===== config.mk =====
export PLATFORM = sky130hd
export DESIGN_NAME = div_ratio_ctrl
export DESIGN_NICKNAME = d
export VERILOG_FILES = /design/src/rtl/div_ratio_ctrl.sv
export SDC_FILE = /design/constraint.sdc
export NUM_CORES = 1
export LEC_CHECK = 0
export ABC_AREA = 1
export BUFFER_PORTS_ARGS = -buffer_cell sky130_fd_sc_hd__buf_4
export CAP_MARGIN = 5
export CORE_MARGIN = 4
export CORE_UTILIZATION = 47
export CTS_CLUSTER_DIAMETER = 30
export CTS_CLUSTER_SIZE = 8
export DETAILED_ROUTE_END_ITERATION = 7
export PLACE_DENSITY_LB_ADDON = 0.3
export SYNTH_ARGS = -nofsm -noshare
export SYNTH_HDL_FRONTEND = slang
export SYNTH_SLANG_ARGS = --single-unit

===== constraint.sdc =====
create_clock -name clkin -period 2.1 [get_ports clkin]
set_clock_uncertainty 0.05 [all_clocks]
set_input_delay 0.315 -clock clkin [delete_from_list [all_inputs] [get_ports clkin]]
set_output_delay 0.315 -clock clkin [all_outputs]
set_load 0.01 [all_outputs]

===== src/rtl/div_ratio_ctrl.sv =====
// div_ratio_ctrl: programmable clock divider with two-requester, round-robin
// ratio change control. A new ratio is applied only at a period boundary so
// the output clock never sees a truncated high phase.
module div_ratio_ctrl #(
    parameter int unsigned CW    = 4,
    parameter int unsigned DEF_N = 5
) (
    input  logic          clkin,
    input  logic          rst,
    input  logic          req_a,
    input  logic          req_b,
    input  logic [CW-1:0] n_a,
    input  logic [CW-1:0] n_b,
    output logic          ack_a,
    output logic          ack_b,
    output logic          err,
    output logic          busy,
    output logic [CW-1:0] cur_n,
    output logic          clkout,
    output logic          tick
);

    localparam logic [CW-1:0] RST_N = CW'(DEF_N);
    localparam logic [CW-1:0] MIN_N = CW'(2);

    typedef enum logic {
        IDLE = 1'b0,
        PEND = 1'b1
    } state_t;

    state_t        state;
    state_t        state_next;

    logic [CW-1:0] cnt;
    logic [CW-1:0] pend_n;
    logic          last_grant;   // 0: A granted last, 1: B granted last
    logic          pend_sel;     // requester owning the pending change

    logic          wrap_c;
    logic          elig_a_c;
    logic          elig_b_c;
    logic          grant_any_c;
    logic          grant_sel_c;
    logic [CW-1:0] grant_n_c;
    logic          grant_ok_c;

    logic [CW-1:0] cnt_d;
    logic [CW-1:0] cur_n_d;
    logic [CW-1:0] pend_n_d;
    logic          last_grant_d;
    logic          pend_sel_d;
    logic          ack_a_d;
    logic          ack_b_d;
    logic          err_d;
    logic          busy_d;
    logic          clkout_d;
    logic          tick_d;

    // Arbitration: a requester acked this cycle is not eligible; ties go to
    // whoever was not granted last.
    always_comb begin
        wrap_c      = (cnt == (cur_n - CW'(1)));
        elig_a_c    = req_a & ~ack_a;
        elig_b_c    = req_b & ~ack_b;
        grant_any_c = (state == IDLE) & (elig_a_c | elig_b_c);
        grant_sel_c = (elig_a_c & elig_b_c) ? ~last_grant : elig_b_c;
        grant_n_c   = grant_sel_c ? n_b : n_a;
        grant_ok_c  = (grant_n_c >= MIN_N);
    end

    // State register
    always_ff @(posedge clkin or posedge rst) begin
        if (rst) begin
            state <= IDLE;
        end else begin
            state <= state_next;
        end
    end

    // Next-state logic
    always_comb begin
        state_next = state;
        case (state)
            IDLE: if (grant_any_c && grant_ok_c) state_next = PEND;
            PEND: if (wrap_c) state_next = IDLE;
            default: state_next = IDLE;
        endcase
    end

    // Output/datapath next values; everything below is registered
    always_comb begin
        cnt_d        = wrap_c ? '0 : (cnt + CW'(1));
        cur_n_d      = cur_n;
        pend_n_d     = pend_n;
        last_grant_d = last_grant;
        pend_sel_d   = pend_sel;
        ack_a_d      = 1'b0;
        ack_b_d      = 1'b0;
        err_d        = 1'b0;
        case (state)
            IDLE: begin
                if (grant_any_c) begin
                    last_grant_d = grant_sel_c;
                    if (grant_ok_c) begin
                        pend_n_d   = grant_n_c;
                        pend_sel_d = grant_sel_c;
                    end else begin
                        ack_a_d = ~grant_sel_c;
                        ack_b_d = grant_sel_c;
                        err_d   = 1'b1;
                    end
                end
            end
            PEND: begin
                if (wrap_c) begin
                    cur_n_d = pend_n;
                    ack_a_d = ~pend_sel;
                    ack_b_d = pend_sel;
                end
            end
            default: ;
        endcase
        clkout_d = (cnt_d < (cur_n_d >> 1));
        tick_d   = wrap_c;
        busy_d   = (state_next == PEND);
    end

    // Datapath and output registers
    always_ff @(posedge clkin or posedge rst) begin
        if (rst) begin
            cnt        <= '0;
            cur_n      <= RST_N;
            pend_n     <= RST_N;
            last_grant <= 1'b1;
            pend_sel   <= 1'b0;
            ack_a      <= 1'b0;
            ack_b      <= 1'b0;
            err        <= 1'b0;
            busy       <= 1'b0;
            clkout     <= 1'b0;
            tick       <= 1'b0;
        end else begin
            cnt        <= cnt_d;
            cur_n      <= cur_n_d;
            pend_n     <= pend_n_d;
            last_grant <= last_grant_d;
            pend_sel   <= pend_sel_d;
            ack_a      <= ack_a_d;
            ack_b      <= ack_b_d;
            err        <= err_d;
            busy       <= busy_d;
            clkout     <= clkout_d;
            tick       <= tick_d;
        end
    end

endmodule


==> results.yml <==
grt:
  antenna_violations_before_repair: 0
  grt_overflow_total: 0
  grt_max_degree: 21
  via_count_of_the_first_global_routing_pass: 966
  wire_length_of_the_first_global_routing_pass_um: 4040
  grt_usage_pct: 16.2
critical_path:
  cpMaxStageDelayCell: "sky130_fd_sc_hd__dfstp_2"
  ff2ff_path_depth: 15
  sort_of_element_at_the_start_of_the_critical_path: "flop"
  arrival_ns: 2.40
  worst-path-max-fanout: 3
  path_class: "reg2reg"
  cell_repeated_most_along_the_worst_path: "sky130_fd_sc_hd__nand2_1"
  cp_data_required_time_ns: 2.29
  worstSetupEndpointType: "flop"
  crit_path_cell_trace: "inv_2 -> buf_4 -> nand3_1 -> inv_1 -> nand2_1 -> nand2_1 -> nand3_4 -> inv_4 -> buf_4 -> o21ai_2 -> inv_1 -> ha_1 -> nand2_1 -> nand2_1 -> a21oi_2"
  crit_path_max_incr_delay_ns: 0.55
clocking:
  clkLatencyLatePin_ns: 0.30
  max-clock-path-buffers: 2
  tritoncts_buffer_count: 3
  cts_htree_levels: 1
  clock-sinks: 20
  root_buffer_cell: "sky130_fd_sc_hd__clkbuf_4"
  cts.reportedPaths.clkPinSlew_ns: 0.11
  tritoncts: "built"
logic_synthesis:
  synth-warning-count: 0
  synthDominantCellAreaShare_pct: 35.2
  synthesis.instances: 130
  synth.top_cells.by_area: "sky130_fd_sc_hd__dfrtp_1 (35%), sky130_fd_sc_hd__dfstp_2 (12%), sky130_fd_sc_hd__nand2_1 (12%)"
  yosys_register_bits: 20
  seq_area_frac_synth_pct: 47.5
  synth_cell_types: 25
  synth_fp_nets: 146
  synth.largest_area_cell: "sky130_fd_sc_hd__dfrtp_1"
  synth-async-reset-ratio_pct: 100
  syn-mean-instance-area_um2: 8.21
  synth.cell_area_um2: 1070
  dominantRegCellSynth: "sky130_fd_sc_hd__dfrtp_1"
  number_of_enable_type_register_cells_in_the_synthesized_netlist: 0
route:
  via_per_inst: 4.78
  wl_um: 2400
  num_vias: 928
  final_antenna_net_count: 0
  drc: 0
  dr.pass1.iters: 4
  first_iter_violations: 24
  wire_per_inst_um: 12.4
timing:
  period_minus_slack_ns: 2.21
  final_critical_path_setup_slack_ns: -0.109
  number_of_failing_hold_endpoints_at_the_final_stage: 0
  timing.final.setup_violations: 1
  unrepaired_setup_endpoints_after_global_routing: "true"
  final.hold.worst_slack_ns: 0.0883
  slew_violations: 0
  fmaxAchievable_mhz: 453
  final.period_utilization_pct: 105
  tightest_slew_ns: 0.753
  maxSlewHeadroom_pct: 49.7
floorplanning:
  die_h_um: 55.7
  coreArea_um2: 2060
  pin_count: 22
  width_of_the_chip_um: 55.7
  floorplan.die_area_um2: 3100
  floorplan.initialDensity_pct: 51.8
  num_rows: 16
place:
  dp.final_hpwl_um: 1710
  globalplace.congestion: 0.801
  detailedPlace.worstSlack_ns: -0.0903
  port_buffers: 21
finish:
  layout_common_cells: "sky130_fd_sc_hd__nand2_1 (34), sky130_fd_sc_hd__buf_4 (34), sky130_fd_sc_hd__inv_1 (21), sky130_fd_sc_hd__dfrtp_1 (15)"
  layout-area-overhead-vs-synth_pct: 34.3
  antennaDiodeCount: 0
  postLayoutCoreUtil_pct: 69.5
  fillCellCount: 170
  final_layout_size_suffix_gt1_share_pct: 38.3
  fin_nets: 184
outcome:
  outcome: "complete, but fails checks"
  violations: "setup timing"
power_and_ir_drop:
  power.net_switching_mw: 1.03
  p_int_mw: 1.43
  gate_power_share_pct: 57.6
  p_sw_share_pct: 41.8
  p_leak_nw: 0.787
  power_density_nw_per_um2: 1720
  pwr-share-clk_pct: 12.7
  vdd.ir_drop.worst_uv: 1140
  seq_power_share_pct: 29.7
job:
  max-cap-violations: 0
worst_hold_path:
  hp-class: "in2async"
-- area by class of cell --
type | instances | area, um^2 | share of cell area, %
clock inverter | 1 | 30.0 | 2.09
sequential | 20 | 507 | 35.3
tap | 27 | 33.8 | 2.36
multi-input combinational | 82 | 480 | 33.5
clock buffer | 3 | 22.5 | 1.57
timing repair buffer | 34 | 255 | 17.8
inverter | 27 | 105 | 7.33
-- power by group through the flow --
stage,Combinational (mW),Clock [mW],Sequential [mW]
after floorplan,0.825,0,0.741
after global placement,1.23,0,0.724
after detailed placement,1.27,0,0.729
after CTS,1.35,0.315,0.722
after global routing,1.61,0.343,0.751
final,1.42,0.312,0.733
-- worst max-delay path: cells and delay by family, from the launching register on --
kind / cells / cell delay [ns]
adders and majority gates: 1 / 0.26
DFF: 1 / 0.55
AOI/OAI and AO/OA: 2 / 0.23
and+or+nand+nor: 6 / 0.57
buffers and inverters: 6 / 0.48
-- synthesized netlist by cell type, types with 3 or more instances --
master,n
sky130_fd_sc_hd__o21ai_0,4
sky130_fd_sc_hd__dfstp_2,5
sky130_fd_sc_hd__o21ai_1,5
sky130_fd_sc_hd__inv_1,22
sky130_fd_sc_hd__nand3_1,6
sky130_fd_sc_hd__dfrtp_1,15
sky130_fd_sc_hd__nand2_2,3
sky130_fd_sc_hd__or2_0,3
sky130_fd_sc_hd__nand2_1,35
sky130_fd_sc_hd__ha_1,4
sky130_fd_sc_hd__nor2_1,7
sky130_fd_sc_hd__inv_2,4
-- timing repair --
action | CTS | global route
pin swaps | 2 | 2
setup endpoints to repair | 1 | 1
hold buffers | 0 | 0
buffers inserted | 4 | 1
resized for setup | 2 | 4
-- routing by layer --
| layer | wire, um | vias to the layer above | track usage (%) |
|---|---|---|---|
| met4 | 13 | 0 | 5.21 |
| met1 | 941 | 423 | 19.3 |
| met2 | 1310 | 33 | 29.4 |
| met5 | 0 | - | 0 |
| met3 | 139 | 2 | 2.78 |
| li1 | - | 470 | - |
-- state kept, by name (all words and copies together) (netlist names) --
signal,cells
tick,1
pend_sel,1
pend_n,4
ack_a,1
last_grant,1
busy,1
cur_n,4
err,1
cnt,4
ack_b,1
clkout,1
-- per-stage QoR --
step,instances,power [mW],area [um^2],TNS (ns)
floorplan,130,1.57,1080,-0.0499
CTS,193,2.39,1410,-0.0735
global route,194,2.70,1430,-0.265
finish,194,2.47,1430,-0.109
global placement,185,1.96,1320,-0.0407
detailed placement,185,1.99,1320,-0.0903
-- kinds of logic (layout without fill, tap and decap cells) --
kind of cell / after synthesis / after routing / synth area share, %
AND/OR/NAND/NOR: 61 / 61 / 26.8
buffers and inverters: 28 / 65 / 10.7
flip-flops: 20 / 20 / 47.5
AO/OA/AOI/OAI: 14 / 14 / 7.85
adder cells (fa/ha/maj): 4 / 4 / 4.69
XOR/XNOR: 3 / 3 / 2.46
-- worst paths after layout --
check | from | end | slack [ns]
worst max register to register | cur_n[0]$_DFFE_PP1P_ | clkout$_DFF_PP0_ | -0.11
min in group clkin | n_a[0] | pend_n[0]$_DFFE_PP1P_ | 0.24
worst max-delay path | cur_n[0]$_DFFE_PP1P_ | clkout$_DFF_PP0_ | -0.11
worst min-delay path | rst | cnt[0]$_DFF_PP0_ | 0.09
worst min register to register | last_grant$_DFFE_PP1P_ | last_grant$_DFFE_PP1P_ | 0.43
max in group asynchronous | rst | pend_sel$_DFFE_PP0P_ | 1.45
(Power assumes the default switching activity.)
